==> config.mk <==
export PLATFORM = sky130hd
export DESIGN_NAME = wasm_frame_ctrl
export DESIGN_NICKNAME = d
export VERILOG_FILES = /design/src/rtl/wasm_frame_ctrl_pkg.sv /design/src/rtl/wasm_frame_ctrl_lifo.sv /design/src/rtl/wasm_frame_ctrl.sv
export SDC_FILE = /design/constraint.sdc
export NUM_CORES = 1
export LEC_CHECK = 0
export ABC_AREA = 1
export CAP_MARGIN = 5
export CORE_MARGIN = 4
export CORE_UTILIZATION = 30
export CTS_CLUSTER_DIAMETER = 40
export DETAILED_ROUTE_END_ITERATION = 12
export GPL_ROUTABILITY_DRIVEN = 0
export SETUP_SLACK_MARGIN = 0.15
export SYNTH_ARGS = -nofsm -noshare
export SYNTH_HDL_FRONTEND = slang
export SYNTH_SLANG_ARGS = --single-unit
==> constraint.sdc <==
create_clock -name clk -period 6 [get_ports clk]
set_input_delay 1.2 -clock clk [delete_from_list [all_inputs] [get_ports clk]]
set_output_delay 1.2 -clock clk [all_outputs]
set_load 0.03 [all_outputs]
==> src/rtl/wasm_frame_ctrl_pkg.sv <==
// Shared widths, error codes and FSM state type for the call/return frame sequencer.
package wasm_frame_ctrl_pkg;

  localparam int unsigned ST_WIDTH      = 32;
  localparam int unsigned ST_LOG2_DEPTH = 6;
  localparam int unsigned ST_PTR_W      = ST_LOG2_DEPTH + 1;

  typedef enum logic [1:0] {
    FC_ERR_OK    = 2'd0,
    FC_ERR_FRAME = 2'd1,
    FC_ERR_POP   = 2'd2,
    FC_ERR_PUSH  = 2'd3
  } fc_err_e;

  typedef enum logic [2:0] {
    FC_IDLE,
    FC_ZERO,
    FC_RET_RD,
    FC_RET_WR,
    FC_DONE
  } fc_state_e;

  // Params plus extra locals, kept 9 bits wide so 255+255 does not wrap.
  function automatic logic [8:0] frame_nlocals(input logic [7:0] param_num,
                                               input logic [7:0] local_num);
    return {1'b0, param_num} + {1'b0, local_num};
  endfunction

endpackage

==> src/rtl/wasm_frame_ctrl_lifo.sv <==
// Frame LIFO: registered storage, only the occupancy pointer is reset.
module wasm_frame_lifo #(
  parameter int unsigned DEPTH = 16,
  parameter int unsigned W     = 8
) (
  input  logic         clk,
  input  logic         rst,
  input  logic         push_i,
  input  logic         pop_i,
  input  logic [W-1:0] data_i,
  output logic [W-1:0] top_o,
  output logic         full_o,
  output logic         empty_o
);

  localparam int unsigned AW = (DEPTH > 1) ? $clog2(DEPTH) : 1;
  localparam int unsigned CW = $clog2(DEPTH + 1);

  logic [W-1:0]  mem_q [DEPTH];
  logic [CW-1:0] cnt_q, cnt_d;
  logic          do_push, do_pop;

  assign full_o  = (cnt_q == CW'(DEPTH));
  assign empty_o = (cnt_q == '0);
  assign do_push = push_i && !full_o;
  assign do_pop  = pop_i && !empty_o && !push_i;
  assign top_o   = mem_q[AW'(cnt_q - CW'(1))];

  always_comb begin
    cnt_d = cnt_q;
    if (do_push) begin
      cnt_d = cnt_q + CW'(1);
    end else if (do_pop) begin
      cnt_d = cnt_q - CW'(1);
    end
  end

  always_ff @(posedge clk or posedge rst) begin
    if (rst) begin
      cnt_q <= '0;
    end else begin
      cnt_q <= cnt_d;
    end
  end

  always_ff @(posedge clk) begin
    if (do_push) begin
      mem_q[AW'(cnt_q)] <= data_i;
    end
  end

endmodule

==> src/rtl/wasm_frame_ctrl.sv <==
// Call/return sequencer: owns the operand-stack command port while busy,
// zero-fills callee locals on call and restores the caller stack on return.
module wasm_frame_ctrl
  import wasm_frame_ctrl_pkg::*;
#(
  parameter int unsigned FRAME_DEPTH = 16,
  parameter int unsigned PC_WIDTH    = 16
) (
  input  logic                     clk,
  input  logic                     rst,
  input  logic                     req_vld,
  output logic                     req_rdy,
  input  logic                     req_is_ret,
  input  logic [PC_WIDTH-1:0]      req_ret_pc,
  input  logic [7:0]               req_param_num,
  input  logic [7:0]               req_local_num,
  input  logic                     req_result,
  output logic                     done_vld,
  output logic [1:0]               done_err,
  output logic [PC_WIDTH-1:0]      done_ret_pc,
  output logic                     fc_busy,
  input  logic [ST_PTR_W-1:0]      st_top,
  input  logic [ST_WIDTH-1:0]      st_window_a,
  input  logic                     st_exceed_push,
  output logic                     st_shift_vld,
  output logic                     st_push_num,
  output logic [3:0]               st_pop_num,
  output logic [ST_WIDTH-1:0]      st_push_data,
  output logic                     st_retu,
  output logic [ST_LOG2_DEPTH-1:0] st_func_tag,
  input  logic [7:0]               loc_idx,
  output logic [ST_PTR_W-1:0]      loc_addr,
  output logic                     loc_oob
);

  typedef struct packed {
    logic [ST_PTR_W-1:0] base;
    logic [PC_WIDTH-1:0] ret_pc;
    logic [8:0]          nlocals;
    logic                result;
  } frame_t;

  fc_state_e           state_q, state_d;
  fc_err_e             err_q, err_d;
  logic                is_ret_q, is_ret_d;
  logic                result_q, result_d;
  logic [PC_WIDTH-1:0] pc_q, pc_d;
  logic [8:0]          nl_q, nl_d;
  logic [ST_PTR_W-1:0] base_q, base_d;
  logic [7:0]          cnt_q, cnt_d;
  logic [ST_WIDTH-1:0] res_q, res_d;

  logic   lifo_push, lifo_pop, lifo_full, lifo_empty;
  frame_t lifo_top, lifo_wr;

  assign lifo_wr = '{base: base_q, ret_pc: pc_q, nlocals: nl_q, result: result_q};

  wasm_frame_lifo #(
    .DEPTH (FRAME_DEPTH),
    .W     ($bits(frame_t))
  ) u_lifo (
    .clk     (clk),
    .rst     (rst),
    .push_i  (lifo_push),
    .pop_i   (lifo_pop),
    .data_i  (lifo_wr),
    .top_o   (lifo_top),
    .full_o  (lifo_full),
    .empty_o (lifo_empty)
  );

  assign fc_busy    = (state_q != FC_IDLE);
  assign st_pop_num = '0;
  assign loc_addr   = lifo_empty ? '0 : lifo_top.base + ST_PTR_W'(loc_idx);
  assign loc_oob    = lifo_empty || ({1'b0, loc_idx} >= lifo_top.nlocals);

  always_ff @(posedge clk or posedge rst) begin
    if (rst) begin
      state_q  <= FC_IDLE;
      err_q    <= FC_ERR_OK;
      is_ret_q <= 1'b0;
      result_q <= 1'b0;
      pc_q     <= '0;
      nl_q     <= '0;
      base_q   <= '0;
      cnt_q    <= '0;
      res_q    <= '0;
    end else begin
      state_q  <= state_d;
      err_q    <= err_d;
      is_ret_q <= is_ret_d;
      result_q <= result_d;
      pc_q     <= pc_d;
      nl_q     <= nl_d;
      base_q   <= base_d;
      cnt_q    <= cnt_d;
      res_q    <= res_d;
    end
  end

  always_comb begin
    state_d      = state_q;
    err_d        = err_q;
    is_ret_d     = is_ret_q;
    result_d     = result_q;
    pc_d         = pc_q;
    nl_d         = nl_q;
    base_d       = base_q;
    cnt_d        = cnt_q;
    res_d        = res_q;
    req_rdy      = 1'b0;
    done_vld     = 1'b0;
    done_err     = '0;
    done_ret_pc  = '0;
    st_shift_vld = 1'b0;
    st_push_num  = 1'b0;
    st_push_data = '0;
    st_retu      = 1'b0;
    st_func_tag  = '0;
    lifo_push    = 1'b0;
    lifo_pop     = 1'b0;

    unique case (state_q)
      FC_IDLE: begin
        req_rdy = 1'b1;
        if (req_vld) begin
          is_ret_d = req_is_ret;
          pc_d     = req_ret_pc;
          result_d = req_result;
          nl_d     = frame_nlocals(req_param_num, req_local_num);
          base_d   = ST_PTR_W'(8'(st_top) - req_param_num);
          cnt_d    = req_local_num;
          res_d    = '0;
          err_d    = FC_ERR_OK;
          if (req_is_ret) begin
            if (lifo_empty) begin
              err_d   = FC_ERR_FRAME;
              state_d = FC_DONE;
            end else begin
              state_d = FC_RET_RD;
            end
          end else if (lifo_full) begin
            err_d   = FC_ERR_FRAME;
            state_d = FC_DONE;
          end else if (8'(st_top) < req_param_num) begin
            err_d   = FC_ERR_POP;
            state_d = FC_DONE;
          end else begin
            state_d = (req_local_num == '0) ? FC_DONE : FC_ZERO;
          end
        end
      end

      // A push-overflow aborts the fill without committing the frame.
      FC_ZERO: begin
        if (st_exceed_push) begin
          err_d   = FC_ERR_PUSH;
          state_d = FC_DONE;
        end else begin
          st_shift_vld = 1'b1;
          st_push_num  = 1'b1;
          cnt_d        = cnt_q - 8'd1;
          if (cnt_q == 8'd1) begin
            state_d = FC_DONE;
          end
        end
      end

      FC_RET_RD: begin
        res_d   = st_window_a;
        state_d = FC_RET_WR;
      end

      // pc_q is reused to carry the popped frame's return PC into DONE.
      FC_RET_WR: begin
        st_shift_vld = 1'b1;
        st_retu      = 1'b1;
        st_func_tag  = lifo_top.base[ST_LOG2_DEPTH-1:0];
        st_push_num  = lifo_top.result;
        st_push_data = res_q;
        lifo_pop     = 1'b1;
        pc_d         = lifo_top.ret_pc;
        state_d      = FC_DONE;
      end

      FC_DONE: begin
        done_vld = 1'b1;
        done_err = err_q;
        if (err_q == FC_ERR_OK) begin
          if (is_ret_q) begin
            done_ret_pc = pc_q;
          end else begin
            lifo_push = 1'b1;
          end
        end
        state_d = FC_IDLE;
      end

      default: state_d = FC_IDLE;
    endcase
  end

endmodule

* Word level (Yosys, flattened, before mapping)
Memories as Yosys holds them, arrays and structs flattened.
Index checks and enable logic that the tools add are counted.
** Cells by class
- Equality and inequality tests :: 10
- Reductions and logical operators :: 22
- $lt $le $gt $ge :: 2
- Add/subtract/negate cells :: 6
- Multiplexer cells :: 43
** Operators by type and width (number)
- $mux 16 :: 4
- $mux 32 :: 2
- $pmux 32 s2 :: 1
- $pmux 16 s2 :: 1
- $mux 3 :: 8
- $mux 8 :: 2
- $pmux 8 s2 :: 1
- $mux 2 :: 6
- $pmux 3 s4 :: 1
- $mux 1 :: 10
- $mux 5 :: 2
- $add 8x8->9 :: 1
- $ge 8x9->1 :: 1
- $eq 8x1->1 const B :: 1
- $logic_not 8->1 :: 1
- $lt 7x8->1 :: 1
- $reduce_and 2->1 :: 4
- $reduce_bool 2->1 :: 4
- $sub 8x1->8 const B :: 1
- $add 7x7->7 :: 1
- $mux 7 :: 1
- $sub 7x7->7 :: 1
- $eq 3x2->1 const B :: 2
- $mux 6 :: 1
- other kinds (17) :: 25
** Word-level totals
- Flip-flop bits (word level) :: 84
- Output and inout port bits :: 74
- Memories :: 1
- Bits of input ports :: 85
- Bits in writable memories :: 528
- Logic and storage cells :: 94
** Memory list
- u_lifo.mem_q :: words 16, bits a word 33, read ports 1, clocked after memory_dff 0, wr ports 1, line wasm_frame_ctrl_lifo.sv:19 : logic [W-1:0] mem_q [DEPTH];

* Longest topological paths before layout
Gate-level depths: netlist (run 1).
- Word-level depth :: 7
- Depth in mapped cells :: 26
- Gate-level depth less buffers :: 21

* Modules after synthesis
Synthesis (run 1) repeated with hierarchy kept, for this count alone.
** Unflattened totals
- Cells, all modules :: 2926
- Area total of the unflattened synthesis :: 28203.3 µm²
** Modules (own cells, without submodules)
- wasm_frame_lifo :: instances 1, cells each 2214, sequential area each 15980.3 µm², area each 23055.9 µm²
- wasm_frame_ctrl :: instances 1, cells each 712, sequential area each 1976.9 µm², area each 5147.4 µm²

* Worst setup path after synthesis (run 1)
OpenSTA, ideal clock, no wires.
- Path type :: register to output
- From :: reg u_lifo.cnt_q[0]
- To :: out loc_addr[4]
- Path buffers :: 5
- Cell stages (with the launch flop) :: 19
- Setup slack :: 1.166 ns
- Arrival :: 3.634 ns
- Required time :: 4.800 ns
- Path through :: dfrtp_1 -> inv_2 -> buf_6 -> buf_4 -> buf_2 -> ha_1 -> inv_2 -> buf_4 -> clkbuf_1 -> nand3_1 -> nand3_1 -> nand3_1 -> nand2_1 -> inv_1 -> ha_1 -> fa_1 -> a31oi_1 -> o21ai_0 -> a21oi_1
** On the way
- Word-level cells in the longest chain between the ends :: 4
- Elaborated cells between the ends (all ways) :: 5
- Classes of those cells :: 2 x add/sub; 1 x mux; 1 x reduce/logical; 1 x memory
** Ends and longest elaborated chain
- from (decl) :: line wasm_frame_ctrl_lifo.sv:20 : logic [CW-1:0] cnt_q, cnt_d;
- from (signal assigned) :: line wasm_frame_ctrl_lifo.sv:42 : cnt_q <= cnt_d;
- $sub 5x1->5 :: line wasm_frame_ctrl_lifo.sv:27 : assign top_o = mem_q[AW'(cnt_q - CW'(1))];
- $mem_v2 16x33
- $add 7x7->7 :: line wasm_frame_ctrl.sv:74 : assign loc_addr = lifo_empty ? '0 : lifo_top.base + ST_PTR_W'(loc_idx);
- $mux 7 * :: line wasm_frame_ctrl.sv:74
- to (decl) :: line wasm_frame_ctrl.sv:32 : output logic [ST_PTR_W-1:0] loc_addr,
Mark *: on every way between the ends. The rest lies on a longest branch, timed or not.

* Worst setup path in the final report (run 1)
- From :: reg u_lifo.cnt_q[1]
- To :: out loc_addr[2]
The elaborated chain is that of the path after synthesis.

==> run metrics, run 1 <==
max_cap viols=0; Critical R2R Launch=u_lifo.cnt_q[0]$_DFFE_PP0P_; number of iterations in the first detailed-routing pass=5; start point of the critical path=u_lifo.cnt_q[1]$_DFFE_PP0P_; required arrival time at the worst endpoint=4.80 ns; hold crit path type=reg2reg; Main synth FF type=edfxtp_1; run status=finished, final reports clean; leakage power of the design=11.1 nW; setup repair after global routing missed its margin=no; GR Util All Layers=0.147; nature of the critical path startpoint=register; sw frac=0.409; area of the die=91500 sq um; Num CTS Buffers=66; Filler Cell Count=8307; peak ir drop on the vdd network=0.696 mV; Root Driver=clkbuf_16; worst-case clock buffer depth=3; Post-Route M1 WL=29400 um; Warnings, synthesis=0; number of port buffers=154; post-route cell area=31000 sq um; FF-to-FF setup slack=1.83 ns; fin crit share=0.919; worst reg-to-reg path cell count=7; maximum number of pins on one net before global-route repair=150; floorplan die height=302 um; number of global-route vias before repair=16890; total power per unit cell area=541 nW/um^2; RR Endpoint=u_lifo.mem_q[2][20]$_DFFE_PP_; final routed wire length divided by cell count=18.7 um; design internal power=0.00991 W; post-CTS setup buffer count=0; clock latency on the worst-skew pair=0.61 ns; number of DRC violations after detailed-routing iteration 0=1424; number of max-slew violations in the final report=0; clock slew at reported path FFs=0.06 ns; fraction of final layout cells with drive strength greater than 1=0.0765; hold violation total from the final report=0; horizontal die dimension=302 um; highest achievable clock rate=181 MHz; initial antenna violation count=1; setup TNS=0 ns; DR WL met2=32500 um; first-pass GRT wire length=103000 um; sequential-to-total area share from yosys stat=0.691; synthesized cell area=26000 sq um; drt drc=0; clock tree from TritonCTS=yes; Clock Skew=0.0191 ns; Clock Power Share=0.236; measured slew at the worst slew-check pin=1.19 ns; htree depth=3; met3 layer wire length in the routed design=4380 um; Detailed Route WL=67700 um; final setup violation count=0; Switch Pwr=0.00685 W; power share of the sequential group=0.361; number of antenna cells inserted=0; Async SR Flop Fraction=0.137; biggest fanout along the worst timing path=149; total grt overflow=0; Core Region=85500 sq um; DPL Wire Length=38100 um; number of vias after detailed routing=17273; I/O pin cnt=159; Placement Cell Area=28800 sq um; number of enable-type register cells in the synthesized netlist=528; worst path arrival time=4.31 ns; register bit total from synthesis=612; portion of total power attributed to combinational logic=0.403; average size of a mapped cell=11.4 sq um; relative area change from synthesis to final layout=19.0%; initial core utilization=0.304; Yosys cell types=40; Placement Rows=107; total number of clock tree sinks=612; worst slew slack as a fraction of its limit=0.207; category of the most critical setup path=reg2out; final critical-path required period=5.51 ns; DRT antenna net count=0; Critical Path End=loc_addr[2]; Vias per Instance=4.78; synthesized instance count=2291; CP Capture Type=output pin; net count of the finished layout=2543; uppermost layer routed=met4
[synthesized netlist by cell type (18+ instances only)]
master | number | area [sq um]
inv_1 | 139 | 522
a21oi_1 | 35 | 175
clkbuf_1 | 48 | 180
dfrtp_1 | 84 | 2100
o211ai_1 | 80 | 601
o21ai_1 | 36 | 180
o21ai_0 | 244 | 1220
nand3_1 | 153 | 766
nand2_1 | 392 | 1470
nor2_1 | 321 | 1200
o22ai_1 | 35 | 219
buf_4 | 18 | 135
edfxtp_1 | 528 | 15900
buf_2 | 58 | 290
ha_1 | 36 | 450
[metal layers]
metal | GRT usage | vias to the layer above
met5 | 0 | -
met4 | 0.0480 | 0
met3 | 0.0265 | 90
met2 | 0.244 | 554
met1 | 0.195 | 8336
li1 | - | 8293
[critical path: stages, from the launching register on]
cell and delay, ns:
dfrtp_1 0.39, inv_1 0.15, ha_4 0.33, buf_16 0.51
nand3_1 0.14, nand3_1 0.11, nand3_1 0.09, nand2_1 0.22
inv_1 0.07, ha_1 0.21, fa_1 0.45, or2_2 0.31
nand3_1 0.09, inv_1 0.04, clkdlybuf4s50_1 0.58
[stage by stage]
stage / std cells / hold slack (ns) / worst slack [ns] / total power [W] / util
6_report: 3615 / 0.501 / 0.486 / 0.0168 / 0.362
5_1_grt: 3615 / 0.538 / 0.188 / 0.0180 / 0.362
2_1_floorplan: 2294 / 0.463 / 1.17 / 0.0106 / -
3_5_place_dp: 3495 / 0.491 / 0.991 / 0.0129 / 0.337
3_3_place_gp: 3495 / 0.488 / 0.965 / 0.0128 / 0.337
4_1_cts: 3615 / 0.504 / 0.321 / 0.0169 / 0.362
[state kept, by name, indices dropped and copies added (netlist names)]
| register | flops |
|---|---|
| pc_q | 16 |
| state_q | 3 |
| nl_q | 9 |
| res_q | 32 |
| u_lifo.mem_q | 528 |
| base_q | 7 |
| u_lifo.cnt_q | 5 |
| result_q | 1 |
| is_ret_q | 1 |
| err_q | 2 |
| cnt_q | 8 |
[power by group through the flow]
stage / Clock (W) / Sequential (W) / Combinational [W]
after floorplan: 0 / 0.00586 / 0.00473
after global placement: 0 / 0.00611 / 0.00673
after detailed placement: 0 / 0.00613 / 0.00678
after CTS: 0.00403 / 0.00605 / 0.00680
after global routing: 0.00423 / 0.00613 / 0.00759
final: 0.00396 / 0.00605 / 0.00674
[area by class of cell]
cell class              instances  area, sq um  share of cell area
clock buffers                  81         1750              0.0566
clock inverters                39          362              0.0117
inverters                     147          563              0.0182
multi-input cells            1401         6980               0.225
flip-flops and latches        612        18000               0.580
well taps                    1144         1430              0.0462
repair buffers                191         1910              0.0617
[worst min path at each step]
| stage | slack (ns) | end | depth (start not counted) | startpoint |
|---|---|---|---|---|
| 6_report | 0.50 | cnt_q[5]$_DFFE_PP0P_ | 2 | cnt_q[5]$_DFFE_PP0P_ |
| 4_1_cts | 0.50 | cnt_q[5]$_DFFE_PP0P_ | 2 | cnt_q[5]$_DFFE_PP0P_ |
| 5_1_grt | 0.54 | res_q[28]$_DFFE_PP0P_ | 2 | res_q[28]$_DFFE_PP0P_ |
| 2_1_floorplan | 0.46 | cnt_q[5]$_DFFE_PP0P_ | 2 | cnt_q[5]$_DFFE_PP0P_ |
| 3_3_place_gp | 0.49 | cnt_q[5]$_DFFE_PP0P_ | 2 | cnt_q[5]$_DFFE_PP0P_ |
| 3_5_place_dp | 0.49 | cnt_q[5]$_DFFE_PP0P_ | 2 | cnt_q[5]$_DFFE_PP0P_ |
[kinds of logic after synthesis]
kind of cell | Yosys count | share of synthesized area
AND/OR/NAND/NOR | 893 | 0.139
buffers and inverters | 281 | 0.0468
other | 1 | 0.000144
XOR/XNOR | 9 | 0.00303
AO/OA/AOI/OAI | 456 | 0.101
flip-flops | 612 | 0.691
adder cells (fa/ha/maj) | 39 | 0.0196
[timing repair]
action,in CTS,in global routing
resized for setup,0,1
endpoints found under the setup margin,0,1
hold buffers,0,0
[cells in the final DEF (no fill, tap or decap), types with 3 or more instances in the layout]
cell type          n
a21oi_1           35
buf_12             8
buf_4             40
bufinv_16          3
clkbuf_1          13
clkbuf_16         68
clkdlybuf4s50_1  142
clkinv_1           9
clkinv_2           6
clkinv_4           6
clkinvlp_4         3
conb_1             4
dfrtp_1           83
edfxtp_1         528
fa_1               3
ha_1              35
inv_1            137
inv_2              6
inv_6             10
nand2_1          392
nand2_2            5
nand3_1          153
nand4_1            6
nor2_1           304
nor2_4            17
nor3_1             4
o211ai_1          80
o21ai_0          244
o21ai_1           36
o221ai_1          15
o22ai_1           35
or2_2              4
xor2_1             8
(Power assumes the default switching activity.)
==> inputs of run 2 (changes only) <==
--- a/config.mk
+++ b/config.mk
@@ -7,11 +7,12 @@
 export LEC_CHECK = 0
 export ABC_AREA = 1
 export CAP_MARGIN = 5
-export CORE_MARGIN = 4
 export CORE_UTILIZATION = 30
 export CTS_CLUSTER_DIAMETER = 40
+export CTS_CLUSTER_SIZE = 8
 export DETAILED_ROUTE_END_ITERATION = 12
 export GPL_ROUTABILITY_DRIVEN = 0
+export PLACE_DENSITY = 0.43
 export SETUP_SLACK_MARGIN = 0.15
 export SYNTH_ARGS = -nofsm -noshare
 export SYNTH_HDL_FRONTEND = slang
==> run 2 against run 1 <==
  * Count of clock-buffer cells in the layout increased by 60
  * Maximum frequency decreased by 0.71%
  * Setup slack worse by 0.039 ns
==> run metrics, run 2 (synthesis results as in run 1) <==
clock tree from TritonCTS=yes; highest achievable clock rate=180 MHz (-0.71%); number of global-route vias before repair=18298 (+8.3%); fin crit share=0.926 (+0.00654); PnR Total Power=0.0185 W (+11%); power share of the sequential group=0.329 (-0.032); Critical R2R Launch=u_lifo.cnt_q[0]$_DFFE_PP0P_; number of antenna cells inserted=0 (unchanged); biggest fanout along the worst timing path=48 (-68%); Switch Pwr=0.00737 W (+7.7%); worst min-delay path startpoint=cnt_q[5]$_DFFE_PP0P_; Layout Cells excl Fill=3675 (+1.7%); most frequent cells in the layout=edfxtp_1, nand2_1, nor2_1; I/O pin cnt=159 (unchanged); setup TNS=0 ns (unchanged); portion of total power attributed to combinational logic=0.385 (-0.018); total grt overflow=0 (unchanged); largest registers in the final layout=u_lifo.mem_q (528), res_q (32), pc_q (16); flip-flop count of the largest register after layout=528 (unchanged); final setup violation count=0 (unchanged); Placement Rows=107 (unchanged); total power per unit cell area=578 nW/um^2 (+6.7%); number of iterations in the first detailed-routing pass=5 (unchanged); sw frac=0.398 (-0.0109); Vias per Instance=4.87 (+1.8%); Filler Cell Count=8250 (-0.69%); area of the die=87900 sq um (-3.9%); CP Capture Type=output pin; Detailed Route WL=78100 um (+15%); number of DRC violations after detailed-routing iteration 0=1330 (-6.6%); DRT antenna net count=0 (unchanged); register with the highest flop count=u_lifo.mem_q; run status=finished, final reports clean; design internal power=0.0112 W (+13%); nature of the critical path startpoint=register; Clock Skew=0.0110 ns (-0.00809 ns); clock latency on the worst-skew pair=0.64 ns (+0.03 ns); DPL Wire Length=41600 um (+9.3%); hold crit path type=reg2reg; Clock Power Share=0.287 (+0.051); horizontal die dimension=296 um (-2.0%); fraction of final layout cells with drive strength greater than 1=0.0905 (+0.0140); worst slew slack as a fraction of its limit=0.223 (+0.0158); number of max-slew violations in the final report=0 (unchanged); number of vias after detailed routing=17880 (+3.5%); initial core utilization=0.304 (unchanged); setup repair after global routing missed its margin=no; relative area change from synthesis to final layout=23.4%; final routed wire length divided by cell count=21.2 um (+13%); measured slew at the worst slew-check pin=1.16 ns (-0.0264 ns); Root Driver=clkbuf_16; start point of the critical path=u_lifo.cnt_q[0]$_DFFE_PP0P_; final critical-path required period=5.55 ns (+0.0392 ns); floorplan die height=296 um (-2.0%); GR Util All Layers=0.177 (+0.0304); clock slew at reported path FFs=0.04 ns (-0.02 ns); initial antenna violation count=1 (unchanged); Core Region=85500 sq um (unchanged); net count of the finished layout=2578 (+1.4%); post-placement cell count=3489 (-0.17%); drt drc=0 (unchanged); hold violation total from the final report=0 (unchanged); first-pass GRT wire length=116000 um (+13%); leakage power of the design=11.6 nW (+4.9%); maximum number of pins on one net before global-route repair=184 (+23%); peak ir drop on the vdd network=0.311 mV (-55%); worst-case clock buffer depth=3 (unchanged); total number of clock tree sinks=612 (unchanged); max_cap viols=0 (unchanged); post-route cell area=32100 sq um (+3.7%); most common library cell in the layout ignoring fill and taps=edfxtp_1; Placement Cell Area=28800 sq um (about the same); Num CTS Buffers=103 (+56%); required arrival time at the worst endpoint=4.80 ns (about the same); number of port buffers=154 (unchanged); worst hold slack=0.502 ns (+0.000625 ns); category of the most critical setup path=reg2out; worst path arrival time=4.35 ns (+0.04 ns); htree depth=3 (unchanged)
-- run 2: per-layer routing --
layer / GRT usage / part of all wire / routed length [um]
met5: 0 / 0 / 0
met4: 0.0483 / 0.017 / 1340
met3: 0.0276 / 0.049 / 3790
met2: 0.298 / 0.49 / 38400
met1: 0.236 / 0.44 / 34600
-- run 2: power by group through the flow --
| stage | Sequential, W | Combinational (W) | Clock [W] |
|---|---|---|---|
| finish | 0.00609 | 0.00714 | 0.00531 |
| global route | 0.00618 | 0.00800 | 0.00561 |
| CTS | 0.00610 | 0.00699 | 0.00543 |
| detailed placement | 0.00617 | 0.00695 | 0 |
| global placement | 0.00615 | 0.00691 | 0 |
| floorplan | 0.00586 | 0.00473 | 0 |
-- run 2: worst max-delay path, cell delays in order (launching register included) --
cell             delay [ns]
dfrtp_4                0.52
clkinv_8               0.20
ha_1                   0.24
inv_1                  0.05
nand2_1                0.05
nand2_1                0.21
buf_6                  0.26
nand3_1                0.12
nand3_1                0.08
nand2_1                0.19
inv_1                  0.07
ha_1                   0.21
fa_1                   0.46
or2_2                  0.31
nand3_1                0.08
inv_1                  0.04
clkdlybuf4s50_1        0.58
-- run 2: worst paths after layout --
path                                                 end  slack [ns]  depth (start not counted)
setup / recovery                             loc_addr[2]        0.45                         16
max in group asynchronous    u_lifo.cnt_q[0]$_DFFE_PP0P_        3.89                          3
setup reg to reg           u_lifo.mem_q[14][0]$_DFFE_PP_        2.21                          6
hold reg to reg                     cnt_q[5]$_DFFE_PP0P_        0.50                          2
hold / removal                      cnt_q[5]$_DFFE_PP0P_        0.50                          2
min in group asynchronous           res_q[0]$_DFFE_PP0P_        1.00                          2
-- run 2: stage by stage --
stage	worst slack [ns]	utilization
floorplan	1.17	-
global placement	0.812	0.337
detailed placement	0.807	0.337
CTS	0.166	0.374
global route	0.157	0.375
finish	0.447	0.375
-- run 2: cell type report --
| class | instances | area [sq um] | area share |
|---|---|---|---|
| clock buffers | 141 | 2780 | 0.0867 |
| clock inverters | 41 | 332 | 0.0103 |
| inverters | 147 | 572 | 0.0178 |
| multi-input cells | 1401 | 6980 | 0.217 |
| flip-flops and latches | 612 | 18000 | 0.560 |
| well taps | 1144 | 1430 | 0.0446 |
| repair buffers | 189 | 2040 | 0.0635 |
-- run 2: timing repair --
action,CTS,global route
endpoints found under the setup margin,2,3
cloned,0,4
buffers inserted,0,0
gates resized for setup,2,9
hold buffers,0,0
==> inputs of run 3 (changes only) <==
--- a/config.mk
+++ b/config.mk
@@ -7,6 +7,8 @@
 export LEC_CHECK = 0
 export ABC_AREA = 1
 export CAP_MARGIN = 5
+export CORE_ASPECT_RATIO = 1.25
+export CORE_MARGIN = 2
 export CORE_UTILIZATION = 30
 export CTS_CLUSTER_DIAMETER = 40
 export CTS_CLUSTER_SIZE = 8
==> run 3 against run 2 <==
  * Final cell count increased by 0.35%
  * Largest cell class unchanged
  * Clock power increased by 3.8%
  * Setup slack improved by 0.028 ns
  * Worst hold slack got worse by 0.0039 ns
  * Register-to-register slack improved by 0.26 ns
  * Final area about the same
  * Critical endpoint unchanged
==> run metrics, run 3 (synthesis results as in run 1) <==
final cell utilization of the core=0.375 (-0.000483); clock latency on the worst-skew pair=0.65 ns (about the same); leakage power of the design=11.6 nW (about the same); initial antenna violation count=0 (-1); area of the die=89100 sq um (+1.4%); hold crit path type=reg2reg; Clock Skew=0.0258 ns (+0.0148 ns); most numerous cell on the critical path=nand3_1; max_cap viols=0 (unchanged); fraction of final layout cells with drive strength greater than 1=0.0925 (+0.00205); total power per unit cell area=577 nW/um^2 (-0.19%); worst slew slack as a fraction of its limit=0.232 (+0.00944); initial core utilization=0.303 (-0.000652); number of max-slew violations in the final report=0 (unchanged); number of iterations in the first detailed-routing pass=5 (unchanged); final routed wire length divided by cell count=20.8 um (-2.2%); number of buffers and inverters on the critical path=5 (-1); number of DRC violations after detailed-routing iteration 0=1130 (-15%); Root Driver=clkbuf_16; clock tree from TritonCTS=yes; horizontal die dimension=267 um (-9.8%); worst setup timing slack at the placement stage=0.893 ns (+0.0867 ns); number of vias after detailed routing=17761 (-0.67%); clock slew at reported path FFs=0.04 ns (about the same); flip-flop count of the largest register after layout=528 (unchanged); required arrival time at the worst endpoint=4.80 ns (about the same); total number of clock tree sinks=612 (unchanged); drt drc=0 (unchanged); run status=finished, final reports clean; htree depth=3 (unchanged); peak ir drop on the vdd network=0.382 mV (+23%); number of antenna cells inserted=0 (unchanged); family with the most delay on the worst path=buffers and inverters; relative area change from synthesis to final layout=23.5% (about the same); largest registers in the final layout=u_lifo.mem_q (528), res_q (32), pc_q (16); measured slew at the worst slew-check pin=1.15 ns (-0.0141 ns); Placement Cell Area=28800 sq um (about the same); nature of the critical path startpoint=register; category of the most critical setup path=reg2out; Num CTS Buffers=102 (-0.97%); worst-case clock buffer depth=3 (unchanged); Placement Rows=120 (+12%); post-route cell area=32100 sq um (about the same); I/O pin cnt=159 (unchanged); hold violation total from the final report=0 (unchanged); first-pass GRT wire length=115000 um (-1.2%); CTS hold repair buffers=0 (unchanged); fin crit share=0.921 (-0.00466); highest achievable clock rate=181 MHz (+0.51%); biggest fanout along the worst timing path=75 (+56%); max incr delay on CP=0.61 ns (+0.03 ns); final critical-path required period=5.53 ns (-0.0280 ns); CP Cell Sequence=inv_6 -> ha_4 -> buf_16 -> nand3_1 -> nand3_1 -> nand3_1 -> nand2_1 -> inv_1 -> ha_1 -> fa_1 -> or2_2 -> nand3_1 -> inv_1 -> clkdlybuf4s50_1; setup TNS=0 ns (unchanged); GR Util All Layers=0.171 (-0.00609); Filler Cell Count=8249 (-0.012%); maximum number of pins on one net before global-route repair=203 (+10%); total grt overflow=0 (unchanged); Worst Slack Setup Final=0.475 ns (+0.0280 ns); Core Region=85700 sq um (+0.21%); Detailed Route WL=76600 um (-1.9%); number of port buffers=154 (unchanged); DPL Wire Length=42800 um (+2.9%); number of global-route vias before repair=17959 (-1.9%); net count of the finished layout=2580 (+0.078%); register with the highest flop count=u_lifo.mem_q; most frequent cells in the layout=edfxtp_1, nand2_1, nor2_1; DRT antenna net count=0 (unchanged); floorplan die height=333 um (+12%); CP Capture Type=output pin; most common library cell in the layout ignoring fill and taps=edfxtp_1; Vias per Instance=4.82 (-1.0%); setup repair after global routing missed its margin=no; standard cell with the maximum stage delay on the critical path=clkdlybuf4s50_1; worst path arrival time=4.33 ns (-0.02 ns); final setup violation count=0 (unchanged)
==> run 3: cell types whose count changed in the layout (fill, tap and decap cells not counted), moves of 2 or more <==
cell,change
buf_4,+11
clkbuf_8,+10
clkinv_2,-10
clkinv_1,-8
clkinv_4,+5
clkbuf_16,-4
buf_16,-3
inv_6,+3
buf_12,-2
buf_6,-2
bufinv_16,+2
clkbuf_1,-2
clkdlybuf4s50_1,+2
inv_4,-2
==> run 3: final timing paths <==
check | start | end | slack, ns | cells past startpoint
min reg2reg | cnt_q[5]$_DFFE_PP0P_ | cnt_q[5]$_DFFE_PP0P_ | 0.50 | 2
max reg2reg | state_q[1]$_DFFE_PP0P_ | u_lifo.mem_q[2][13]$_DFFE_PP_ | 2.47 | 8
min | cnt_q[5]$_DFFE_PP0P_ | cnt_q[5]$_DFFE_PP0P_ | 0.50 | 2
min in group asynchronous | rst | res_q[25]$_DFFE_PP0P_ | 1.06 | 2
max in group asynchronous | rst | pc_q[7]$_DFFE_PP0P_ | 3.92 | 3
max | u_lifo.cnt_q[0]$_DFFE_PP0P_ | loc_addr[2] | 0.47 | 14
==> run 3: layout make-up <==
class	instances	area (sq um)	share of cell area
repair buffers	192	1920	0.0598
inverters	147	569	0.0177
clock buffers	148	2890	0.0899
multi-input cells	1401	6980	0.217
flip-flops and latches	612	18000	0.559
clock inverters	29	358	0.0111
well taps	1159	1450	0.0451
==> run 3: what timing repair did <==
| action | CTS | global route |
|---|---|---|
| hold endpoints to repair | 0 | 0 |
| setup buffers | 0 | 0 |
| endpoints found under the setup margin | 0 | 4 |
| resized for setup | 0 | 4 |
==> run 3: where the power goes <==
part           switching, W  total [W]  internal (W)
Sequential         0.000626    0.00608       0.00545
Combinational       0.00469    0.00693       0.00224
Clock               0.00199    0.00551       0.00352
==> run 3: worst reg2reg max path, delay by kind of cell (launching register included) <==
family        cells  cell delay [ns]
buf+inv           2             0.63
flops             1             0.49
simple gates      6             2.08
==> run 3: stage by stage <==
| stage | hold WS (ns) | std cells | power (W) |
|---|---|---|---|
| global route | 0.535 | 3688 | 0.0198 |
| finish | 0.498 | 3688 | 0.0185 |
| floorplan | 0.463 | 2294 | 0.0106 |
| global placement | 0.490 | 3510 | 0.0131 |
| detailed placement | 0.495 | 3510 | 0.0131 |
| CTS | 0.505 | 3687 | 0.0187 |
==> run 3: per-layer routing <==
| metal | vias to the layer above | wire length, um | track usage |
|---|---|---|---|
| li1 | 8404 | - | - |
| met1 | 8728 | 34000 | 0.225 |
| met2 | 510 | 36800 | 0.284 |
| met3 | 119 | 4000 | 0.0308 |
| met4 | 0 | 1830 | 0.0564 |
| met5 | - | 0 | 0 |
